===== src/rtl/breath_controller.sv =====
// breath_controller: LED breathing envelope (rise, hold at peak, fall) stepped by a prescaler
module breath_controller #(
  parameter int DUTY_LIMIT = 100,
  parameter int HOLD_STEPS = 50
) (
  input  logic        clock,
  input  logic        reset,
  input  logic        io_enable,
  input  logic [15:0] io_stepDiv,
  input  logic [6:0]  io_dutyMax,
  output logic [6:0]  io_duty,
  output logic [1:0]  io_phase,
  output logic        io_cycleDone
);
  typedef enum logic [1:0] {IDLE, RISE, HOLD, FALL} state_e;
  localparam int LIM_C = DUTY_LIMIT > 127 ? 127 : DUTY_LIMIT;
  localparam logic [6:0] LIM = 7'(LIM_C);
  localparam logic [7:0] HOLD_LAST = 8'(HOLD_STEPS - 1);
  state_e state_q, state_d;
  logic [6:0] duty_q, duty_d, peak;
  logic [7:0] hold_q, hold_d;
  logic [15:0] cnt_q, cnt_d;
  logic done_q, done_d, tick, at_peak, empty;
  assign peak = io_dutyMax > LIM ? LIM : io_dutyMax;
  assign tick = cnt_q == io_stepDiv;
  assign at_peak = duty_q >= peak;
  assign empty = duty_q == 7'd0;
  // state and datapath registers, reset wins over everything
  always_ff @(posedge clock) begin
    if (reset) begin
      state_q <= IDLE;
      duty_q  <= '0;
      hold_q  <= '0;
      cnt_q   <= '0;
      done_q  <= 1'b0;
    end else begin
      state_q <= state_d;
      duty_q  <= duty_d;
      hold_q  <= hold_d;
      cnt_q   <= cnt_d;
      done_q  <= done_d;
    end
  end
  // next state: enable low aborts rise/hold at once, a fall always runs to zero
  always_comb begin
    state_d = state_q;
    case (state_q)
      IDLE: state_d = io_enable ? RISE : IDLE;
      RISE: state_d = !io_enable ? FALL : (tick && at_peak) ? HOLD : RISE;
      HOLD: state_d = !io_enable ? FALL : (tick && hold_q == HOLD_LAST) ? FALL : HOLD;
      FALL: state_d = (tick && empty) ? (io_enable ? RISE : IDLE) : FALL;
    endcase
  end
  // next duty, hold count, prescaler and end-of-breath pulse
  always_comb begin
    cnt_d  = (state_q == IDLE || tick) ? 16'd0 : cnt_q + 16'd1;
    duty_d = (state_q == RISE && io_enable && tick && !at_peak) ? duty_q + 7'd1 :
             (state_q == FALL && tick && !empty) ? duty_q - 7'd1 : duty_q;
    hold_d = (state_q == RISE && io_enable && tick && at_peak) ? 8'd0 :
             (state_q == HOLD && io_enable && tick) ? hold_q + 8'd1 : hold_q;
    done_d = state_q == FALL && tick && empty;
  end
  assign io_duty = duty_q;
  assign io_phase = state_q;
  assign io_cycleDone = done_q;
endmodule


===== config.mk =====
export PLATFORM = sky130hd
export DESIGN_NAME = breath_controller
export DESIGN_NICKNAME = d
export VERILOG_FILES = /design/src/rtl/breath_controller.sv
export SDC_FILE = /design/constraint.sdc
export NUM_CORES = 1
export LEC_CHECK = 0
export CAP_MARGIN = 40
export CELL_PAD_IN_SITES_DETAIL_PLACEMENT = 0
export CELL_PAD_IN_SITES_GLOBAL_PLACEMENT = 1
export CORE_MARGIN = 4
export CORE_UTILIZATION = 43
export CTS_BUF_LIST = sky130_fd_sc_hd__clkbuf_16
export DETAILED_ROUTE_END_ITERATION = 8
export GPL_ROUTABILITY_DRIVEN = 0
export GPL_TIMING_DRIVEN = 0
export PLACE_DENSITY = 0.84
export SLEW_MARGIN = 20
export SYNTH_ARGS = -nofsm -noshare
export SYNTH_HDL_FRONTEND = slang
export SYNTH_SLANG_ARGS = --single-unit

===== constraint.sdc =====
create_clock -name clock -period 10.61 [get_ports clock]
set_input_delay 2.122 -clock clock [delete_from_list [all_inputs] [get_ports clock]]
set_output_delay 2.122 -clock clock [all_outputs]
set_load 0.05 [all_outputs]

==> summary.txt <==
Route
  • Wire per inst: 12.3 um
  • Final wirelength: 4370 um
  • Detailed Routing Iterations Pass 1: 4
  • Post-route ant nets: 0
  • Drt drc: 0
  • Vias: 1801
  • Vias/cell: 5.07
  • Iteration-0 DRC count of the detailed router: 45

Layout
  • Layout cells sized above 1: 5.56%
  • Fin area: 2680 um^2
  • Commonest non-fill, non-tap cell in the layout: nor2_1
  • N_diodes: 0
  • Multi-input gate area: 1370 um^2
  • Area delta synth->final: 27.4%
  • # fillers: 450
  • Cell Count, Final, Fillers Out: 355
  • Register area: 681 um^2
  • Nets: 329
  • Most frequent cells in the layout: nor2_1 (36), clkdlybuf4s50_1 (35), dfxtp_1 (34)

Logic synthesis
  • Syn Nets: 287
  • Ranking of synthesized cells by area: dfxtp_1 (32%), xnor2_1 (9.6%), ha_1 (8.9%), nor2_1 (6.4%), xor2_1 (6.3%)
  • Yosys Warn Count: 0
  • Ys async rst share: 0%
  • Largest area contributor in the netlist: dfxtp_1
  • Mapped cell area: 2100 um^2
  • Cells after Synth: 245
  • Predominant post-synthesis flop cell: dfxtp_1
  • Post-synth EDFFs: 0
  • Register area share after synthesis: 32.4%
  • Post-synth cell types: 42
  • #FFs+latches synth: 34
  • Top cell type's share of synthesized area: 32.4%
  • Synthesized area per cell: 8.58 um^2

Placed design
  • I/O Buffers: 35
  • Dpl cells: 347
  • HPWL Detailed: 3410 um
  • Placed cell areas: 2540 um^2

Global route
  • First-pass GRT wire length: 7740 um
  • Vias in the first global route: 1743
  • Remaining global-route overflow: 0
  • Initial antenna violation count: 0
  • GR Util All Layers: 15.7%
  • Pin count of the biggest net entering global routing: 12

Clocking
  • CTS tree: built
  • Worst-Skew Late Latency: 0.27 ns
  • Hold_buf cts: 0
  • H-tree Lvls: 2
  • Longest Clk Path Bufs: 2
  • Postcts setup bufs: 0
  • Total CTS buffers: 5
  • Cts repair resizes: 0
  • Root Driver: clkbuf_16
  • Clk sink count: 34
  • Reg clk slew, reported paths: 0.05 ns

Critical path
  • Critical path type: input port to flop
  • Setup crit start kind: input port
  • CP Max Fanout: 6
  • Critical Path AT: 6.07 ns
  • Worst Setup End Kind: flop
  • CP required: 10.82 ns

Die
  • Std-Cell Rows: 25
  • Core area: 4720 um^2
  • Die X: 77.9 um
  • Die Y: 77.9 um
  • Starting Density: 44.5%
  • Die area: 6070 um^2
  • I/O pin cnt: 36

Timing
  • Slew Viols, Final: 0
  • Fin. Hold Viols: 0
  • Max_slew headroom: 63.9%
  • Setup violators final: 0
  • RSZ-0062 raised after global routing: no
  • Max Fclk: 171 MHz
  • Tmin final: 5.85 ns
  • Setup Skew: 0.00429 ns
  • Fin crit share: 55.2%
  • Worst Tran Pin Value: 0.537 ns
  • Final setup TNS: 0 ns

Status
  • Status: complete, no violations

Flow run
  • MaxCap Viol Count: 0

Pwr
  • Worst VDD drop: 71.8 uV
  • Power Density: 113 nW/um^2
  • Pleak: 0.00104 uW
  • Total Power: 302 uW

Worst hold path
  • Worst hold-check path type: flop to flop
-- routing by layer --
metal  up-vias  wire (um)  GRT usage (%)
met5         -          0              0
met4         0         58           5.07
met3         7        248           5.22
met2        40       2010           26.0
met1       810       2050           19.0
li1        944          -              -
-- final cells by class --
class / instances / share of cell area (%)
Timing Repair Buffer: 35 / 13.1
Tap cell: 67 / 3.13
Clock inverter: 3 / 0.607
Sequential cell: 34 / 25.4
Clock buffer: 5 / 4.67
Buffer: 4 / 0.701
Inverter: 8 / 1.12
Multi-Input combinational cell: 199 / 51.3
-- synth_stat cells (2+ instances only) --
library cell,number
a21oi_1,9
xor2_1,15
nor4_4,2
and3_1,6
buf_2,3
a211oi_1,4
nor2_1,36
nor3_1,3
nand4_1,9
mux2i_1,4
inv_1,8
nand2_1,20
dfxtp_1,34
nand2b_1,2
and2_1,3
a21o_1,2
nand3_1,12
o21ai_0,6
ha_1,15
or3_1,4
xnor2_1,23
a211o_1,2
and4_1,2
nor2b_1,3
-- worst max-delay path: stages --
cell and delay [ns]:
clkdlybuf4s50_1 0.47, o21ai_0 0.09, a21oi_1 0.23, nor2b_1 0.08, ha_1 0.27, nand2b_1 0.14
a211o_1 0.31, a211oi_1 0.36, nand2_1 0.26, fa_1 0.48, a211oi_1 0.30, o21bai_1 0.13
a21oi_1 0.19, nor3_1 0.08, or4b_1 0.49, nand3_1 0.07
-- report_power, final --
part           internal [uW]  switching (uW)  leakage, uW  total (uW)
clock network           85.5            51.1    0.0000672         137
logic                   17.0            16.1     0.000697        33.1
registers                129            3.11     0.000274         133
-- registers in the layout (all words and copies together), names as in the netlist --
name,flops
hold_q,8
io_duty,7
cnt_q,16
io_phase,2
io_cycleDone,1
-- through the flow --
step / hold WS [ns] / utilization (%) / setup WS, ns
2_1_floorplan: 0.464 / - / 5.33
3_3_place_gp: 0.497 / 53.7 / 4.49
3_5_place_dp: 0.506 / 53.7 / 4.50
4_1_cts: 0.514 / 56.7 / 4.74
5_1_grt: 0.555 / 56.7 / 4.33
6_report: 0.519 / 56.7 / 4.76
-- logic make-up after synthesis --
kind of cell	synth area share (%)
flip-flops	32.4
multiplexers	1.90
AND/OR/NAND/NOR	27.2
buffers and inverters	2.32
AO/OA/AOI/OAI	10.5
adder cells (fa/ha/maj)	9.88
XOR/XNOR	15.8
-- worst paths after layout --
kind / from / end / slack [ns] / cells after the start
max: io_dutyMax[2] / io_duty[6] / 4.76 / 16
min: cnt_q[0] / cnt_q[0] / 0.52 / 1
max reg2reg: io_duty[0] / io_duty[6] / 6.85 / 13
min reg2reg: cnt_q[0] / cnt_q[0] / 0.52 / 1
Note: power is estimated with default switching activity, not from simulation.
==> RTL edit 1, RTL diff (same flow settings) <==
`HOLD_STEPS`: 50 -> 37.
--- a/src/rtl/breath_controller.sv
+++ b/src/rtl/breath_controller.sv
@@ -2,5 +2,5 @@
 module breath_controller #(
   parameter int DUTY_LIMIT = 100,
-  parameter int HOLD_STEPS = 50
+  parameter int HOLD_STEPS = 37
 ) (
   input  logic        clock,
Function: same outputs for any inputs over 10 cycles, from zero or initial values and one cycle with reset high; that may be too few to reach the edited logic, so the function may still have changed.
==> RTL edit 1 against the original RTL <==
- power is 1.8% lower
- sequential share of layout area down 0.13 points
- non-clock buffer count up 2
- maximum frequency increased by 2.4%
- cell area increased by 0.51%
- setup slack better by 140 ps
- global-route usage increased by 0.89 points
- count of clock-buffer cells in the layout is the same
- area after synthesis grew 0.83%
- wire length is 2.5% higher
- register-to-register slack better by 190 ps
- sequential cell count is the same
- synthesized cell count up 1.6%
==> RTL edit 1: results (changes against the original RTL) <==
{
  "post_route_cells_drive_above_1_share": {"value": 6.16, "unit": "%", "change": "was 5.56%"},
  "synth_nets": {"value": 291, "change": "was 287"},
  "via_count_of_the_first_global_routing_pass": {"value": 1713, "change": "was 1743"},
  "wire_length_of_the_first_global_routing_pass": {"value": 7980, "unit": "um", "change": "was 7740 um"},
  "power.static_leakage": {"value": 0.00101, "unit": "uW", "change": "was 0.00104 uW"},
  "drt-initial-drc-count": {"value": 66, "change": "was 45"},
  "gr-usage-met3": {"value": 5.05, "unit": "%", "change": "was 5.22%"},
  "place_area": {"value": 2550, "unit": "um2", "change": "was 2540 um2"},
  "place.detailed.hpwl": {"value": 3390, "unit": "um", "change": "was 3410 um"},
  "ys_top_cells_by_area": {"value": "dfxtp_1 (32%), xnor2_1 (12%), ha_1 (8.9%)", "change": "was dfxtp_1 (32%), xnor2_1 (9.6%), ha_1 (8.9%)"},
  "yosysSeqAreaShare": {"value": 32.1, "unit": "%", "change": "was 32.4%"},
  "finClkSkew": {"value": 5.66, "unit": "ps", "change": "was 4.29 ps"},
  "synthDistinctLibCells": {"value": 45, "change": "was 42"},
  "wl_per_cell": {"value": 12.5, "unit": "um", "change": "was 12.3 um"},
  "gr-usage-met2": {"value": 26.0, "unit": "%", "change": "unchanged"},
  "layout.nets": {"value": 333, "change": "was 329"},
  "maximum_vdd_ir_drop": {"value": 0.0000989, "unit": "V", "change": "was 0.0000718 V"},
  "grt_max_degree": {"value": 11, "change": "was 12"},
  "clock_edge_transition_at_the_registers_on_the_reported_setup_and_hold_paths": {"value": 50, "unit": "ps", "change": "about the same"},
  "worst_slew_margin_rel": {"value": 63.4, "unit": "%", "change": "was 63.9%"},
  "timing.critical_path.arrival": {"value": 5860, "unit": "ps", "change": "was 6070 ps"},
  "power_report.internal_total": {"value": 230, "unit": "uW", "change": "was 232 uW"},
  "outcome": {"value": "finished, final reports clean", "change": "unchanged"},
  "synthTopCellsByCount": {"value": "nor2_1 (43), dfxtp_1 (34), xnor2_1 (30)", "change": "was nor2_1 (36), dfxtp_1 (34), xnor2_1 (23)"},
  "grt_util_met1": {"value": 22.2, "unit": "%", "change": "was 19.0%"},
  "antenna_cells": {"value": 0, "change": "unchanged"},
  "grtUsageTotal": {"value": 16.6, "unit": "%", "change": "was 15.7%"}
}
[RTL edit 1: layout make-up]
cell class                      count  area [um2]
Tap cell                           67        83.8
Clock inverter                      3        12.5
Multi-Input combinational cell    195        1350
Buffer                              6        37.5
Inverter                           14        52.6
Clock buffer                        5         125
Sequential cell                    34         681
Fill cell                         474        2060
Timing Repair Buffer               35         350
[RTL edit 1: power groups by stage]
stage | clock network (uW) | registers, uW | logic, uW
finish | 136 | 131 | 29.7
global route | 147 | 131 | 32.5
CTS | 140 | 131 | 30.0
detailed placement | 0 | 133 | 29.7
global placement | 0 | 133 | 29.7
floorplan | 0 | 135 | 13.4
[RTL edit 1: path summary, 6_finish.rpt]
kind / slack [ps] / endpoint / cells after the start
setup / recovery: 4900 / io_duty[6] / 17
hold / removal: 490 / cnt_q[0] / 1
setup reg to reg: 7040 / io_duty[6] / 14
hold reg to reg: 490 / cnt_q[0] / 1
[RTL edit 1: per-layer routing]
layer	wire length, um	up-vias
met3	153	5
met4	52	0
li1	-	941
met1	2270	802
met5	0	-
met2	2010	23
[RTL edit 1: metrics by stage]
stage	cells	util [%]	power, uW	setup WS [ps]
after floorplan	249	-	148	5600
after global placement	351	53.7	163	4630
after detailed placement	351	53.7	163	4620
after CTS	359	56.6	301	4900
after global routing	359	56.6	311	4560
final	359	56.6	297	4900
[RTL edit 1: cells by family after synthesis]
| logic type | after synthesis | share of synthesized area (%) |
|---|---|---|
| DFF | 34 | 32.1 |
| muxes | 4 | 1.89 |
| buffers and inverters | 20 | 4.25 |
| adders and majority gates | 16 | 9.80 |
| xor gates and xnor gates | 42 | 17.4 |
| AOI/OAI and AO/OA | 30 | 10.4 |
| and+or+nand+nor | 103 | 24.2 |
==> RTL edit 2, RTL diff (config.mk and constraints unchanged) <==
Made on the original files. Put one more register stage on the output `io_duty`. The value now appears one clock later. The other outputs are not delayed to match.
--- a/src/rtl/breath_controller.sv
+++ b/src/rtl/breath_controller.sv
@@ -61,5 +61,7 @@
     done_d = state_q == FALL && tick && empty;
   end
-  assign io_duty = duty_q;
+  always_ff @(posedge clock) begin
+    io_duty <= duty_q;
+  end
   assign io_phase = state_q;
   assign io_cycleDone = done_q;
Check against the original RTL: not equivalent (Yosys sat finds a counterexample within 4 cycles, from zero or initial values and one cycle with reset high).
==> RTL edit 2 against the original RTL <==
- area after synthesis is 5.8% higher
- register-to-register slack better by 110 ps
- cell area is 4.2% higher
- wire length is 0.50% lower
- sequential cell count is 7 higher
- power is 8.4% higher
- setup slack better by 49 ps
- first-iteration DRC count is 140% higher
- critical endpoint is now duty_q[6]
- highest routed layer unchanged
==> RTL edit 2: results (changes against the original RTL) <==
{
  "worstReg2RegEnd": {"value": "duty_q[6]", "change": "was io_duty[6]"},
  "yosysSeqAreaShare": {"value": 36.9, "unit": "%", "change": "was 32.4%"},
  "power.static_leakage": {"value": 0.00103, "unit": "uW", "change": "was 0.00104 uW"},
  "maximum_vdd_ir_drop": {"value": 0.0000706, "unit": "V", "change": "was 0.0000718 V"},
  "hold_depth": {"value": 0, "change": "was 1"},
  "worst_slew_margin_rel": {"value": 66.9, "unit": "%", "change": "was 63.9%"},
  "syn-instance-count": {"value": 250, "change": "was 245"},
  "route.detailed.vias_per_inst": {"value": 5.11, "change": "was 5.07"},
  "synthDistinctLibCells": {"value": 41, "change": "was 42"},
  "synth_nets": {"value": 292, "change": "was 287"},
  "regToRegStartpoint": {"value": "duty_q[0]", "change": "was io_duty[0]"},
  "final-instance-count-excl-fill": {"value": 359, "change": "was 355"},
  "dp_worst_setup_slack": {"value": 4500, "unit": "ps", "change": "about the same"},
  "wl_per_cell": {"value": 12.1, "unit": "um", "change": "was 12.3 um"},
  "place.detailed.hpwl": {"value": 3310, "unit": "um", "change": "was 3410 um"},
  "worstSkewPairLatency_ps": 280,
  "layout.nets": {"value": 334, "change": "was 329"},
  "synthTopCellsByCount": {"value": "dfxtp_1 (41), xnor2_1 (24), nor2_1 (23)", "change": "was nor2_1 (36), dfxtp_1 (34), xnor2_1 (23)"},
  "post_route_cells_drive_above_1_share": {"value": 5.14, "unit": "%", "change": "was 5.56%"},
  "post-place-cells": {"value": 352, "change": "was 347"},
  "grtUsageTotal": {"value": 14.9, "unit": "%", "change": "was 15.7%"},
  "post_route_hold_slack": {"value": 422, "unit": "ps", "change": "was 519 ps"},
  "worst_hold_path.endpoint": {"value": "io_duty[6]", "change": "was cnt_q[0]"},
  "outcome": {"value": "finished, final reports clean", "change": "unchanged"},
  "ys_top_cells_by_area": {"value": "dfxtp_1 (37%), xnor2_1 (9.5%), ha_1 (8.4%)", "change": "was dfxtp_1 (32%), xnor2_1 (9.6%), ha_1 (8.9%)"},
  "holdCritStartpoint": {"value": "duty_q[6]", "change": "was cnt_q[0]"}
}
RTL edit 2: changes by cell type in the layout (fill, tap and decap cells not counted), sizes merged, moves of 2 or more:
cell / unedited run / this run
a211oi: 4 / 2
a21oi: 9 / 18
and2: 3 / 5
and3: 6 / 8
dfxtp: 34 / 41
mux2i: 4 / 0
nand2: 20 / 14
nand4: 9 / 12
nor2: 37 / 23
nor2b: 3 / 1
o21ai: 7 / 14
o41ai: 2 / 0
or3: 4 / 7
RTL edit 2: how the worst max path moves through the flow:
| stage | start | slack [ps] | endpoint |
|---|---|---|---|
| 3_5_place_dp | io_dutyMax[1] | 4500 | duty_q[6] |
| 4_1_cts | io_dutyMax[1] | 4770 | duty_q[6] |
| 2_1_floorplan | io_dutyMax[0] | 5310 | duty_q[6] |
| 3_3_place_gp | io_dutyMax[6] | 4570 | duty_q[6] |
| 6_report | io_dutyMax[1] | 4810 | duty_q[6] |
| 5_1_grt | io_dutyMax[1] | 4510 | duty_q[6] |
RTL edit 2: per-stage QoR:
step	total power [uW]	area (um2)
2_1_floorplan	176	2220
3_3_place_gp	191	2660
3_5_place_dp	191	2660
4_1_cts	331	2790
5_1_grt	341	2790
6_report	328	2790
RTL edit 2: area by class of cell:
class	instances	share of cell area [%]
multi-input cells	195	47.8
flip-flops and latches	41	29.4
repair buffers	35	12.6
clock buffers	5	4.48
well taps	67	3.00
plain buffers	6	1.35
inverters	8	1.08
clock inverters	2	0.269
RTL edit 2: logic make-up after synthesis:
kind of cell / share of synthesized area [%]
compound gates: 13.8
buf+inv: 3.04
simple gates: 21.9
flops: 36.9
fa+ha+maj: 9.34
xor+xnor: 15.0
RTL edit 2: layer usage:
| metal | share of wire (%) | vias to the layer above | wire, um | GRT usage (%) |
|---|---|---|---|---|
| li1 | - | 968 | - | - |
| met2 | 43 | 38 | 1890 | 23.3 |
| met4 | 1.4 | 0 | 60 | 5.24 |
| met5 | 0 | - | 0 | 0 |
| met3 | 5.1 | 8 | 223 | 4.40 |
| met1 | 50 | 819 | 2170 | 19.5 |
RTL edit 2: worst max-delay path: stages:
cell	delay (ps)
clkdlybuf4s50_1	470
o21ai_0	70
a21oi_1	210
nor2_1	70
ha_1	290
a21o_1	180
a31oi_1	270
o21ai_4	130
or3_1	500
fa_1	470
a211oi_1	240
o21bai_1	130
a211o_1	300
o31a_1	110
or3_1	310
a21oi_1	140
RTL edit 2: power breakdown:
part	internal (uW)	switching, uW	leakage, uW
sequential	155	1.98	0.000331
combinational	16.3	14.0	0.000632
clock	84.0	56.1	0.0000685
